<file path="src/rtl/yc422_pkg.sv">
// Shared types and defaults for the 4:4:4 -> 4:2:2 formatting stage.
// Latency: n/a (declarations only).
// Backpressure: n/a.
package yc422_pkg;

  // Input-to-output latency of the formatter; the chroma pipe is built for exactly this depth.
  localparam int LAT_DEF = 3;

  // Video-range blanking levels: black luma, neutral chroma.
  localparam logic [7:0] BLANK_Y_DEF = 8'h10;
  localparam logic [7:0] BLANK_C_DEF = 8'h80;

  typedef struct packed {
    logic [7:0] y;
    logic [7:0] cb;
    logic [7:0] cr;
  } pix444_t;

  typedef struct packed {
    logic de;
    logic hs;
    logic vs;
  } sync_t;

endpackage

</file>
<file path="src/rtl/yc_chroma_pair.sv">
// Pairs 4:4:4 chroma into alternating Cb/Cr samples; averages when YC422_CHROMA_AVG_EN is defined, else decimates.
// Latency: 2 cycles, i_* to o_* (outputs come straight from stage-2 registers).
// Backpressure: none; one pixel in and one pixel out every clock.
module yc_chroma_pair
  import yc422_pkg::*;
#(
  parameter logic [7:0] BLANK_Y  = BLANK_Y_DEF,
  parameter logic [7:0] BLANK_C  = BLANK_C_DEF,
  parameter bit         CB_FIRST = 1'b1
) (
  input  logic       clk,
  input  logic       rst,
  input  logic       i_de,
  input  pix444_t    i_pix,
  output logic       o_de,
  output logic [7:0] o_y,
  output logic [7:0] o_c
);

  logic       r_phase;
  pix444_t    r_s1;
  logic       r_s1_de;
  logic       r_s1_ph;
  logic [7:0] r_s2_y;
  logic       r_s2_de;
  logic       r_s2_ph;
  logic [7:0] r_cb_pair;
  logic [7:0] r_cr_pair;

  logic       w_pair_ld;
  logic       w_sel_cr;
  logic [7:0] w_cb_nxt;
  logic [7:0] w_cr_nxt;

  // Phase of the pixel now at the input; cleared in blanking so every line starts on an even pixel.
  always_ff @(posedge clk) begin
    if (rst) r_phase <= 1'b0;
    else     r_phase <= i_de ? ~r_phase : 1'b0;
  end

  // Stage 1 holds the even pixel while its partner is at the input; stage 2 keeps only what the output mux needs.
  always_ff @(posedge clk) begin
    if (rst) begin
      r_s1    <= '{y: BLANK_Y, cb: BLANK_C, cr: BLANK_C};
      r_s1_de <= 1'b0;
      r_s1_ph <= 1'b0;
      r_s2_y  <= BLANK_Y;
      r_s2_de <= 1'b0;
      r_s2_ph <= 1'b0;
    end else begin
      r_s1    <= i_pix;
      r_s1_de <= i_de;
      r_s1_ph <= r_phase;
      r_s2_y  <= r_s1.y;
      r_s2_de <= r_s1_de;
      r_s2_ph <= r_s1_ph;
    end
  end

  // An even pixel in stage 1 always closes a pair: with its partner at the input, or alone at an odd line end.
  assign w_pair_ld = r_s1_de & ~r_s1_ph;

`ifdef YC422_CHROMA_AVG_EN
  // Rounded mean; the 9-bit sum cannot overflow.
  function automatic logic [7:0] avg8(input logic [7:0] a, input logic [7:0] b);
    logic [8:0] s;
    s = {1'b0, a} + {1'b0, b} + 9'd1;
    return s[8:1];
  endfunction

  // An unpaired last pixel keeps its own chroma.
  assign w_cb_nxt = i_de ? avg8(r_s1.cb, i_pix.cb) : r_s1.cb;
  assign w_cr_nxt = i_de ? avg8(r_s1.cr, i_pix.cr) : r_s1.cr;
`else
  // Decimation: the even pixel's chroma stands for the pair, and the odd pixel's chroma is dropped.
  assign w_cb_nxt = r_s1.cb;
  assign w_cr_nxt = r_s1.cr;
`endif

  // Pair registers hold across both output slots of the pair (stage-2 even and odd).
  always_ff @(posedge clk) begin
    if (rst) begin
      r_cb_pair <= BLANK_C;
      r_cr_pair <= BLANK_C;
    end else if (w_pair_ld) begin
      r_cb_pair <= w_cb_nxt;
      r_cr_pair <= w_cr_nxt;
    end
  end

  assign w_sel_cr = CB_FIRST ? r_s2_ph : ~r_s2_ph;
  assign o_c      = w_sel_cr ? r_cr_pair : r_cb_pair;
  assign o_y      = r_s2_y;
  assign o_de     = r_s2_de;

endmodule

</file>
<file path="src/rtl/yc444_to_422.sv">
// YCbCr 4:4:4 to 16-bit 4:2:2 {C,Y} formatter with aligned DE/HS/VS and line-length stats; YC422_CHROMA_AVG_EN selects chroma averaging.
// Latency: LAT (3) cycles on every output path.
// Backpressure: none; the stage runs at pixel rate.
module yc444_to_422
  import yc422_pkg::*;
#(
  parameter int         LAT      = LAT_DEF,  // only 3 matches the chroma pipe depth
  parameter logic [7:0] BLANK_Y  = BLANK_Y_DEF,
  parameter logic [7:0] BLANK_C  = BLANK_C_DEF,
  parameter bit         CB_FIRST = 1'b1,
  parameter int         LW       = 12
) (
  input  logic          sys2_clk,
  input  logic          sys2_rst,
  input  logic          in_de,
  input  logic          in_hs,
  input  logic          in_vs,
  input  logic [7:0]    in_y,
  input  logic [7:0]    in_cb,
  input  logic [7:0]    in_cr,
  output logic          out_de,
  output logic          out_hs,
  output logic          out_vs,
  output logic [15:0]   out_data,
  output logic [LW-1:0] line_len,
  output logic          odd_err,
  input  logic          odd_clr
);

  pix444_t     w_pix;
  logic        w_de;
  logic [7:0]  w_y;
  logic [7:0]  w_c;

  sync_t       r_sync [LAT];
  logic [15:0] r_data;
  logic [LW-1:0] r_cnt;
  logic [LW-1:0] r_line_len;
  logic        r_de_d;
  logic        r_odd_err;

  assign w_pix = '{y: in_y, cb: in_cb, cr: in_cr};

  yc_chroma_pair #(
    .BLANK_Y  (BLANK_Y),
    .BLANK_C  (BLANK_C),
    .CB_FIRST (CB_FIRST)
  ) u_pair (
    .clk   (sys2_clk),
    .rst   (sys2_rst),
    .i_de  (in_de),
    .i_pix (w_pix),
    .o_de  (w_de),
    .o_y   (w_y),
    .o_c   (w_c)
  );

  // Output word register; blanking is applied on the DE that travels with the pixel.
  always_ff @(posedge sys2_clk) begin
    if (sys2_rst) r_data <= {BLANK_C, BLANK_Y};
    else          r_data <= w_de ? {w_c, w_y} : {BLANK_C, BLANK_Y};
  end

  // Plain delay line for DE/HS/VS, LAT deep so sync lands with out_data.
  always_ff @(posedge sys2_clk) begin
    if (sys2_rst) begin
      for (int i = 0; i < LAT; i++) r_sync[i] <= '0;
    end else begin
      r_sync[0] <= '{de: in_de, hs: in_hs, vs: in_vs};
      for (int i = 1; i < LAT; i++) r_sync[i] <= r_sync[i-1];
    end
  end

  // Saturating active-pixel counter; publishes on the DE falling edge, odd-set beats odd_clr.
  always_ff @(posedge sys2_clk) begin
    if (sys2_rst) begin
      r_cnt      <= '0;
      r_line_len <= '0;
      r_de_d     <= 1'b0;
      r_odd_err  <= 1'b0;
    end else begin
      r_de_d <= in_de;
      if (in_de) begin
        if (r_cnt != {LW{1'b1}}) r_cnt <= r_cnt + 1'b1;
      end else if (r_de_d) begin
        r_line_len <= r_cnt;
        r_cnt      <= '0;
      end
      if (!in_de && r_de_d && r_cnt[0]) r_odd_err <= 1'b1;
      else if (odd_clr)                 r_odd_err <= 1'b0;
    end
  end

  assign out_de   = r_sync[LAT-1].de;
  assign out_hs   = r_sync[LAT-1].hs;
  assign out_vs   = r_sync[LAT-1].vs;
  assign out_data = r_data;
  assign line_len = r_line_len;
  assign odd_err  = r_odd_err;

endmodule

</file>
<file path="config.mk">
export PLATFORM = sky130hd
export DESIGN_NAME = yc444_to_422
export DESIGN_NICKNAME = d
export VERILOG_FILES = /design/src/rtl/yc422_pkg.sv /design/src/rtl/yc_chroma_pair.sv /design/src/rtl/yc444_to_422.sv
export SDC_FILE = /design/constraint.sdc
export NUM_CORES = 1
export LEC_CHECK = 0
export CORE_MARGIN = 1.5
export CORE_UTILIZATION = 25
export CTS_BUF_LIST = sky130_fd_sc_hd__clkbuf_2 sky130_fd_sc_hd__clkbuf_4 sky130_fd_sc_hd__clkbuf_8
export CTS_CLUSTER_SIZE = 12
export DETAILED_ROUTE_END_ITERATION = 8
export GPL_TIMING_DRIVEN = 1
export HOLD_SLACK_MARGIN = 0.02
export PLACE_DENSITY = 0.53
export SETUP_SLACK_MARGIN = 0.1
export SLEW_MARGIN = 20
export SYNTH_ARGS = -nofsm -noshare
export SYNTH_HDL_FRONTEND = slang
export SYNTH_SLANG_ARGS = --single-unit
</file>
<file path="constraint.sdc">
create_clock -name sys2_clk -period 4.3 [get_ports sys2_clk]
set_input_delay 1.29 -clock sys2_clk [delete_from_list [all_inputs] [get_ports sys2_clk]]
set_output_delay 1.29 -clock sys2_clk [all_outputs]
set_load 0.005 [all_outputs]
</file>
==> metrics.md <==
| Metric | Value |
|---|---|
| Gr usage total | about a tenth |
| Final nets | around 420 |
| Clock Tree Root | clkbuf_8 |
| DR WL/cell | roughly 11 µm |
| Sequential Power Share | between 50 and 60% |
| Syn_nets | 373 |
| Final hold violation count | 0 |
| Main combinational cell family by area after synthesis | simple AND/OR/NAND/NOR gates |
| Clock network power share | 39.0% |
| Layout cell share with drive strength beyond 1 | 8.291% |
| Xor and xnor area share after synthesis | less than 1% |
| Register bit count reported by yosys | roughly 100 |
| Initial antenna violation count | 0 |
| CTS tree | built |
| Clock period minus worst slack | between 2 and 3 ns |
| Sequential fraction of the synthesis area | between 50% and 60% |
| Final setup fails | 0 |
| RSZ-0062 raised after global routing | false |
| Total CTS buffers | 9 |
| Hold_buf cts | 0 |
| Final Slew Violations | 0 |
| Post-layout instance area | 4377 µm² |
| Postcts setup bufs | 0 |
| Via/cell ratio | ~4 |
| Top-count cell post-synth | dfxtp_1 |
| Main synth FF type | dfxtp_1 |
| Post-synth top area cell | dfxtp_1 |
| Fin crit share | between 60% and 70% |
| Comb power frac | around 5.0% |
| Flop2flop setup slack | around 2.6 ns |
| H-tree depth | 3 |
| DP Area | a little over 4000 µm² |
| Worst-path maximum fanout | 14 |
| Max incr delay on CP | slightly below 0.8 ns |
| Detailed Route WL | 6471 µm |
| Skew-Pair Late Insertion Delay | between 0.3 and 0.4 ns |
| FFs w/ async S/R, synth | 0% |
| Post-Synthesis Cells | between 300 and 400 |
| Antenna diodes | 0 |
| Outcome | complete, no violations |
| Clock buffer depth | 2 |
| Clock transition at the registers of the reported paths | roughly 0.090 ns |
| DR pass1 iterations | 4 |
| Initial Util | about a quarter |
| Antenna viol nets, final | 0 |
| Fillers | roughly 1400 |
| IO buf count | just over 60 |
| Worst-path cell chain | clkdlybuf4s50_1 -> nor2b_1 -> a311oi_1 -> a21o_1 |
| Row count | 42 |
| Startpoint types | primary input |
| Worst hold margin | ~0.41 ns |
| Placeable Area | 13300 µm² |
| Busiest layer in global routing | met2 |
| Setup Crit Path Kind | in2reg |
| Syn avg cell area | 9.999 µm² |
| Mapped Area | approximately 3400 µm² |
| Yosys top cell area share | around 59% |
| Simple-gate share of the synthesized area | between 20% and 30% |
| Max Cap Viol | 0 |
| Setup TNS | 0 ns |
| Initial DRC count | 110 |
| YS warnings | 0 |
| Vias | between 2000 and 2500 |
| Post-synth top cells | dfxtp_1 (101), nand2_1 (63), nor2b_1 (39) |
| Slew margin rel. | about 40% |
| Area grow syn2layout | 27.99% |
| Count of different cell masters after synthesis | a little over 40 |
| Main area contributors after synthesis | dfxtp_1 (59%), nor2b_1 (7.1%), nand2_1 (6.9%), a21oi_1 (4.4%), mux2i_1 (2.6%) |
| FMAX | roughly 0.37 GHz |
| M3 GR Usage | approximately 3.5% |
| CP delay by family, top | simple AND/OR/NAND/NOR gates |
| Crit end category | register |
| Die ar. | 14390 µm² |
| Adder-cell share of the synthesized area | less than 1% |
| GR Layer Usage met1 | around an eighth |
| Global-route wire length before repair | roughly 11000 µm |
| Worst-Margin Slew | ~0.9 ns |
| Psw | 0.3678 mW |
| Hpwl dp | between 4000 and 5000 µm |
| Gr ovfl total | 0 |
| Switching part of the total | about a fifth |
| Vias in the first global route | between 2000 and 2500 |
| Ports | 62 |
| Peak supply drop | between 100 and 150 µV |
| DRC viols | 0 |
| Post-cts resize count | 0 |
| Pwr Density | ~400 nW/µm² |
| EDFF count, synth | 0 |
| Leak | around 1.6 nW |
| Grt met2 use | ~16% |
| Slowest-stage cell, CP | nor2b_1 |
| CTS sink cnt | 101 |
| Post-synthesis mux area share | under 10% |
| Compound-Gate Fraction of Synth Area | 9.038% |
| Die H | roughly 120 µm |
| Required arrival time at the worst endpoint | between 4 and 5 ns |
| Buf+Inv Stages, Crit Path | 1 |
| Arr. time, crit path | ~3 ns |
| Gp weighted congestion | about 0.77 |
| Worst hold path class | reg2reg |
| Largest net degree at the start of global routing | 53 |
| Die width | 120.0 µm |
| Worst Skew | slightly above 0.008 ns |
| Internal | approximately 1.4 mW |
-- kinds of logic after synthesis --
family | Yosys count
XOR/XNOR | 1
multiplexers | 10
AO/OA/AOI/OAI | 47
AND/OR/NAND/NOR | 157
adder cells (fa/ha/maj) | 1
buffers and inverters | 25
flip-flops | 101
-- cell type report --
type	instances	area, µm²	area share (%)
flip-flops and latches	101	2022	46.20
multi-input cells	216	1277	29.19
repair buffers	62	613.1	14.01
well taps	176	220.2	5.031
clock buffers	12	152.6	3.488
clock inverters	4	80.08	1.830
inverters	3	11.26	0.2573
-- state kept, by name, summed over array words and instances, names as in the netlist --
signal,flops
r_cnt,12
u_pair.r_cr_pair,8
u_pair.r_s1,8
r_sync,9
u_pair.r_phase,1
u_pair.r_cb_pair,8
u_pair.r_s2_ph,1
u_pair.w_cb_nxt,8
u_pair.o_y,8
line_len,12
u_pair.r_s1_ph,1
out_data,16
odd_err,1
u_pair.w_cr_nxt,8
-- metrics by stage --
| step | setup slack [ns] | total power, mW | util [%] | cells |
|---|---|---|---|---|
| 3_3_place_gp | 1.180 | 1.083 | 31.15 | 558 |
| 5_1_grt | 1.440 | 1.826 | 32.92 | 574 |
| 3_5_place_dp | 1.126 | 1.085 | 31.17 | 558 |
| 4_1_cts | 1.539 | 1.775 | 32.92 | 574 |
| 6_report | 1.589 | 1.739 | 32.92 | 574 |
| 2_1_floorplan | 1.883 | 1.042 | - | 342 |
-- final timing paths --
path / startpoint / endpoint / cells after the start
setup / recovery: in_de / r_cnt[4] / 4
hold / removal: u_pair.r_phase / u_pair.r_phase / 1
setup reg to reg: r_cnt[0] / r_cnt[10] / 5
hold reg to reg: u_pair.r_phase / u_pair.r_phase / 1
-- worst register-to-register path, cell delays in order, from the launching register on --
cell and delay [ns]:
dfxtp_1 0.46, ha_1 0.30, nand4_4 0.17, or4_1 0.50, a31oi_1 0.17, nor2_1 0.05
-- layer usage --
metal / part of all wire, % / routed length, µm / up-vias
li1: - / - / 1229
met1: 48 / 3125 / 1052
met2: 44 / 2860 / 51
met3: 5.1 / 328 / 12
met4: 2.4 / 156 / 0
met5: 0 / 0 / -
-- cells in the final DEF (no fill, tap or decap), drive strengths merged, types with 3 or more instances in the layout --
cell / n
nand2: 63
and2: 7
nand4: 5
inv: 4
nand3: 5
nor2: 14
dfxtp: 101
a21o: 3
mux2i: 9
and4: 3
clkbuf: 12
nor2b: 39
o21ai: 3
clkdlybuf4s50: 60
a31oi: 5
or2: 4
a21oi: 30
nand2b: 7
-- power groups by stage --
stage | clock (mW) | combinational (mW) | sequential, mW
final | 0.679 | 0.0874 | 0.973
after global routing | 0.751 | 0.0984 | 0.977
after CTS | 0.712 | 0.0897 | 0.974
after detailed placement | 0 | 0.0894 | 0.995
after global placement | 0 | 0.0885 | 0.995
after floorplan | 0 | 0.0508 | 0.991
Power figures use the tool's default switching activity.
